## src/rtl/uart_rx_ctrl.sv

```systemverilog
// UART receiver control: enable FSM with frame-error holdoff, show-ahead byte FIFO,
// sticky status flags and a saturating error counter, all in the 16x oversample domain.
module uart_rx_ctrl #(
  parameter int DEPTH   = 8,
  parameter int HOLDOFF = 16
) (
  input  logic                     clk,
  input  logic                     rst,
  input  logic                     enable,
  input  logic [7:0]               rx_data,
  input  logic                     rx_done,
  input  logic                     rx_busy,
  input  logic                     rx_err,
  output logic                     rx_en,
  output logic [7:0]               rd_data,
  output logic                     rd_valid,
  input  logic                     rd_ready,
  output logic [$clog2(DEPTH):0]   fifo_count,
  output logic                     overrun,
  output logic                     frame_err,
  output logic [7:0]               err_count,
  input  logic                     clr_status,
  output logic                     active
);

  localparam int PW = $clog2(DEPTH);
  localparam int CW = PW + 1;
  localparam int HW = $clog2(HOLDOFF + 1);

  typedef enum logic [1:0] {DISABLED, ARMED, RECOVER} state_t;

  state_t          state;
  logic [HW-1:0]   hold_cnt;
  logic            rx_err_d;
  logic [7:0]      mem [DEPTH];
  logic [PW-1:0]   wr_ptr;
  logic [PW-1:0]   rd_ptr;

  logic            armed;
  logic            err_evt;
  logic            push_req;
  logic            pop;
  logic            full;
  logic            push;
  logic            drop;
  logic [CW-1:0]   cnt_next;
  logic [PW-1:0]   rd_ptr_inc;

  function automatic logic [7:0] sat_inc8(input logic [7:0] v);
    return (v == 8'hFF) ? v : v + 8'd1;
  endfunction

  always_comb begin
    armed      = (state == ARMED);
    err_evt    = armed && rx_err && !rx_err_d;
    push_req   = armed && rx_done;
    pop        = rd_valid && rd_ready;
    full       = (fifo_count == CW'(DEPTH));
    // A full FIFO still accepts a byte when the head leaves in the same cycle.
    push       = push_req && (!full || pop);
    drop       = push_req && full && !pop;
    rd_ptr_inc = rd_ptr + PW'(1);
    cnt_next   = fifo_count;
    if (push && !pop)
      cnt_next = fifo_count + CW'(1);
    else if (pop && !push)
      cnt_next = fifo_count - CW'(1);
  end

  // Control FSM and receiver enable
  always_ff @(posedge clk) begin
    if (rst) begin
      state    <= DISABLED;
      rx_en    <= 1'b0;
      hold_cnt <= '0;
      rx_err_d <= 1'b0;
      active   <= 1'b0;
    end else begin
      rx_err_d <= rx_err;
      active   <= armed && rx_busy;
      case (state)
        DISABLED: begin
          if (enable) begin
            state <= ARMED;
            rx_en <= 1'b1;
          end
        end
        ARMED: begin
          if (err_evt) begin
            state    <= RECOVER;
            rx_en    <= 1'b0;
            hold_cnt <= HW'(HOLDOFF - 1);
          end else if (!enable) begin
            state <= DISABLED;
            rx_en <= 1'b0;
          end
        end
        RECOVER: begin
          if (hold_cnt == '0) begin
            state <= enable ? ARMED : DISABLED;
            rx_en <= enable;
          end else begin
            hold_cnt <= hold_cnt - HW'(1);
          end
        end
        default: begin
          state <= DISABLED;
          rx_en <= 1'b0;
        end
      endcase
    end
  end

  // FIFO pointers, occupancy and show-ahead head register
  always_ff @(posedge clk) begin
    if (rst) begin
      wr_ptr     <= '0;
      rd_ptr     <= '0;
      fifo_count <= '0;
      rd_valid   <= 1'b0;
      rd_data    <= 8'h00;
    end else begin
      if (push) wr_ptr <= wr_ptr + PW'(1);
      if (pop)  rd_ptr <= rd_ptr_inc;
      fifo_count <= cnt_next;
      rd_valid   <= (cnt_next != '0);
      if (pop) begin
        if (fifo_count > CW'(1))
          rd_data <= mem[rd_ptr_inc];
        else if (push)
          rd_data <= rx_data;
      end else if (push && fifo_count == '0) begin
        rd_data <= rx_data;
      end
    end
  end

  always_ff @(posedge clk) begin
    if (push) mem[wr_ptr] <= rx_data;
  end

  // Sticky status; a set event in the same cycle as clr_status wins
  always_ff @(posedge clk) begin
    if (rst) begin
      overrun   <= 1'b0;
      frame_err <= 1'b0;
      err_count <= 8'h00;
    end else begin
      if (drop)            overrun <= 1'b1;
      else if (clr_status) overrun <= 1'b0;
      if (err_evt)         frame_err <= 1'b1;
      else if (clr_status) frame_err <= 1'b0;
      if (clr_status)      err_count <= err_evt ? 8'h01 : 8'h00;
      else if (err_evt)    err_count <= sat_inc8(err_count);
    end
  end

endmodule

```

## config.mk

```make
export PLATFORM = sky130hd
export DESIGN_NAME = uart_rx_ctrl
export DESIGN_NICKNAME = d
export VERILOG_FILES = /design/src/rtl/uart_rx_ctrl.sv
export SDC_FILE = /design/constraint.sdc
export NUM_CORES = 1
export LEC_CHECK = 0
export ABC_CLOCK_PERIOD_IN_PS = 4800
export CAP_MARGIN = 10
export CORE_ASPECT_RATIO = 0.8
export CORE_MARGIN = 2
export CORE_UTILIZATION = 44
export CTS_CLUSTER_SIZE = 28
export DETAILED_ROUTE_END_ITERATION = 8
export PLACE_DENSITY = 0.71
export SKIP_LAST_GASP = 1
export SLEW_MARGIN = 20
export SYNTH_ARGS = -nofsm -noshare
export SYNTH_HDL_FRONTEND = slang
export SYNTH_SLANG_ARGS = --single-unit
export TNS_END_PERCENT = 100
```

## constraint.sdc

```tcl
create_clock -name clk -period 4.8 [get_ports clk]
set_input_delay 0.72 -clock clk [delete_from_list [all_inputs] [get_ports clk]]
set_output_delay 0.72 -clock clk [all_outputs]
set_load 0.05 [all_outputs]
```

# Yosys cells after proc, flatten, opt, wreduce, memory -nomap -nowiden
# Memories as Yosys holds them, arrays and structs flattened.
# Index checks and enable logic that the tools add are counted.
# classes
order_cmp,1
addsub,6
reduce_logical,28
n_eq_ne,11
n_mux,29
# op_table
op,count
2-to-1 mux 8 bit,7
logical AND 1 bit,11
2-to-1 mux 1 bit,11
2-to-1 mux 5 bit,2
case mux 5 bit (2 select lines),1
"adder 8 x 1 -> 8 bit, second input constant",1
"== test 8 bit, second input constant",1
2-to-1 mux 2 bit,4
2-to-1 mux 4 bit,2
"!= test 2 bit, second input constant",4
nonzero test 2 bit,4
"adder 3 x 1 -> 3 bit, second input constant",2
case mux 2 bit (3 select lines),1
AND reduction 3 bit,2
logical NOT 5 bit,1
"subtractor 5 x 1 -> 5 bit, second input constant",1
"adder 4 x 1 -> 4 bit, second input constant",1
"== test 4 bit, second input constant",1
"greater-than comparator 4 x 1 -> 1 bit, second input constant",1
logical NOT 1 bit,4
logical NOT 4 bit,1
AND reduction 2 bit,2
nonzero test 4 bit,1
"subtractor 4 x 1 -> 4 bit, second input constant",1
other kinds (8),8
# word_totals
register_bits,39
n_memories,1
inputBits,16
ram_bits,64
out_inout_bits,25
# memory_table
name,words,width,rd,rd_ports_with_merged_regs,wr,line,source
mem,8,8,1,0,1,35,logic [7:0] mem [DEPTH];

# Longest topological paths before layout
# depth
word_depth,9
mapped_depth,8
ltp_nobuf,7

# Worst setup path before layout
# Ideal clock, no wire load.
# synth_path
path_type,register to register
start,register fifo_count[0]
end,"memory mem[0][0], enable pin"
path_buffers,0
slack_ps,2044
setup_ps,383
path_stages_with_launch,7
arrival_ps,2373
t_required_ps,4417
period_less_slack_ps,2756
path_cell_list,dfxtp_1 > inv_1 > ha_1 > and3b_1 > a21oi_1 > nand2b_1 > nor3_1
# synth_via
elab_chain_cells,6
# synth_rtl
item,line,source
from (decl),18,"output logic [$clog2(DEPTH):0] fifo_count,"
from (signal assigned),125,fifo_count <= cnt_next;
== test 4 bit,58,full = (fifo_count == CW'(DEPTH));
logical NOT 1 bit,60,push = push_req && (!full || pop);
logical OR 1 bit,60,
logical AND 1 bit,60,
2-to-1 mux 1 bit,139,if (push) mem[wr_ptr] <= rx_data;
2-to-1 mux 1 bit (not written as such),139,
to (decl),35,
# No other way between the ends.

# Final worst setup path
# layout_path
start,input port rd_ready
end,register rd_data[0]
# layout_via
elab_chain_cells,6
word_cells_on_any_way,8
# layout_rtl
item,line,source
from (decl),17,"input logic rd_ready,"
logical AND 1 bit (*),57,pop = rd_valid && rd_ready;
logical OR 1 bit,60,
logical AND 1 bit,60,
logical AND 1 bit,132,end else if (push && fifo_count == '0) begin
nonzero test 2 bit (no source line),-,
AND reduction 2 bit (no source line),-,
to (signal assigned),129,rd_data <= mem[rd_ptr_inc];
to (signal assigned),131,rd_data <= rx_data;
to (signal assigned),133,rd_data <= rx_data;
to (decl),15,"output logic [7:0] rd_data,"
# Every way passes the cells marked *; elsewhere a longest branch is shown, timed or not.
# A chain may end at the register's enable or synchronous reset.

==> impl_metrics.toml <==
[worst_hold_path]
whs_path_depth = 2
hp-class = "reg -> reg"

[floorplan]
num_rows = 32
start_util_pct = 45.28
die_w_um = 115.4
die_h_um = 93.13
ios = 41
die-area_sq_um = 10750
coreArea_sq_um = 9649

[clock_tree]
clock-root-buffer = "clkbuf_16"
clockBufferDepth = 2
insertion_delay_ps = 340
cts_buffers = 9
ctsHoldBuffers = 0
cts.sink_count = 103
postCtsSetupBuffers = 0
h-tree-depth = 3
cts_tree = "yes"
clkTransAtPathRegs_ps = 70
cts_resized = 0

[route]
ant_nets = 0
routed_via_density = 5.318
num_vias = 2760
wire_per_inst_um = 16.44
highest-signal-layer = "met4"
wl_met1_mm = 4.101
drtPass1Iterations = 4
first_iter_violations = 218
wl_met3_um = 434
route.met2.wl_mm = 3.903
drc_errors = 0
wirelength_mm = 8.532

[setup_path]
cp.arrival_ps = 3010
slowest_delay_ps = 780
path_class = "in -> reg"
r2r.worst_path.cells = 6
critPathLaunchType = "input pin"
path_cells = "clkdlybuf4s50_1 > and2_1 > o31ai_1 > a211oi_1 > o21ai_0 > o2bb2ai_1"
critPathSlowestCell = "a211oi_1"
required_ps = 5060
cp_max_fo = 11
cp-end-kind = "register"

[synthesis]
syn_inst = 337
ys_warn_count = 0
ys_seq_elements = 103
synth-seq-area-share_pct = 61.86
synthFlopType = "edfxtp_1"
yosysTopAreaCell = "edfxtp_1"
ys_async_sr_fraction_pct = 0
syn_avg_cell_area_sq_um = 12.96
synth_edf_count = 64
synth_top_area_share_pct = 43.99
synthTopCellsByArea = "edfxtp_1 (44%), dfxtp_1 (18%), mux4_2 (8.2%), ha_1 (3.4%), nor2_1 (2.8%)"
syn-num-nets = 365
yosysUniqueCellTypes = 45
synthesis.area_sq_um = 4369

[sta]
drv_slew = 0
tns_ps = 0
tightestPinTransition_ps = 872.3
clock.fmax_mhz = 363.7
hold_violations = 0
finClkSkew_ps = 8.135
rsz0062_at_grt = "no"
relSlewSlack_pct = 41.50
setup_viol = 0
fin_crit_sh_pct = 57.28
finalCriticalPeriod_ps = 2749

[layout]
layout.nets = 406
syn2layout_area_growth_pct = 18.87
fill_cells = 803
drive_gt1_share_pct = 10.70
mostFrequentLayoutCells = "edfxtp_1 (64), clkdlybuf4s50_1 (40), dfxtp_1 (39)"
fin_area_sq_um = 5194
final_common_cell = "edfxtp_1"
n_antenna_cell = 0

[grt]
grt_usage_pct = 17.21
grt_pass1_vias = 2737
grt_max_degree = 28
antenna_found_initial = 0
grt_overflow = 0
grt_pass1_wl_mm = 14.04

[placed_design]
gp_congestion = 0.8516
place_area_sq_um = 4895
portBuffers = 40
hpwlAfterDp_mm = 5.781

[pwr]
power_leakage_nw = 1.772
powerDensity_nw_per_um2 = 430.9
ir_drop_v = 0.0001715

[run]
cap_viol_max_count = 0

[run_status]
status = "complete, no violations"
where the power goes:
group | internal (mW) | total (mW) | switching, mW
sequential | 0.981 | 1.02 | 0.0426
combinational | 0.207 | 0.515 | 0.308
clock | 0.364 | 0.699 | 0.335
total | 1.55 | 2.24 | 0.685
critical path: cells and delay by family:
family          cells  cell delay, ps
simple gates        1             380
compound gates      4            1440
buf+inv             1             470
synth_stat cells (all sizes together), types with 2 or more instances:
library cell and n:
o21ai 13, nand2b 6, o2111ai 2, nand2 32
nand3 6, nand3b 2, nor3 8, a21bo 2
and2 4, a41oi 2, xor2 9, buf 6
clkbuf 6, nor2 34, o2bb2ai 9, a31oi 4
mux4 16, ha 12, dfxtp 39, inv 9
and3 10, mux2i 3, a21oi 18, edfxtp 64
xnor2 3, a211oi 3
layout make-up:
cell class / instances / area, sq um / area share [%]
Inverter: 9 / 33.78 / 0.6504
Multi-Input combinational cell: 213 / 1583 / 30.47
Timing Repair Buffer: 42 / 415.4 / 7.998
Sequential cell: 103 / 2703 / 52.04
Clock buffer: 9 / 225.2 / 4.336
Tap cell: 136 / 170.2 / 3.276
Clock inverter: 7 / 63.81 / 1.229
registers in the layout (all words and copies together) (netlist names), 2 cells and up:
signal      count
fifo_count      4
rd_data         8
mem            64
rd_ptr          3
hold_cnt        5
err_count       8
wr_ptr          3
state           2
final timing paths:
path | from | end | slack (ps)
worst max-delay path | rd_ready | rd_data[0] | 2050
worst min-delay path | frame_err | frame_err | 460
worst max register to register | state[1] | mem[3][1] | 2180
worst min register to register | frame_err | frame_err | 460
routing by layer:
layer,vias to the layer above,global-route usage (%)
met4,0,5.723
met3,8,3.824
met5,-,0
li1,1346,-
met1,1343,25.14
met2,63,25.49
through the flow:
| step | util, % | cells | worst slack, ps | hold slack, ps | power [mW] |
|---|---|---|---|---|---|
| floorplan | - | 337 | 2044 | 440.0 | 1.408 |
| global placement | 50.73 | 503 | 1644 | 447.0 | 1.540 |
| detailed placement | 50.73 | 503 | 1557 | 452.3 | 1.556 |
| CTS | 53.72 | 519 | 1933 | 462.7 | 2.256 |
| global route | 53.83 | 519 | 1872 | 487.1 | 2.342 |
| finish | 53.83 | 519 | 2051 | 460.9 | 2.238 |
kinds of logic (layout without fill, tap and decap cells):
family / Yosys count / in the layout / synth area share (%)
muxes: 19 / 19 / 8.935
DFF: 103 / 103 / 61.86
adders and majority gates: 12 / 12 / 3.436
xor gates and xnor gates: 12 / 12 / 2.406
buffers and inverters: 21 / 67 / 2.148
AOI/OAI and AO/OA: 59 / 59 / 8.964
and+or+nand+nor: 111 / 111 / 12.26
(Power assumes the default switching activity.)
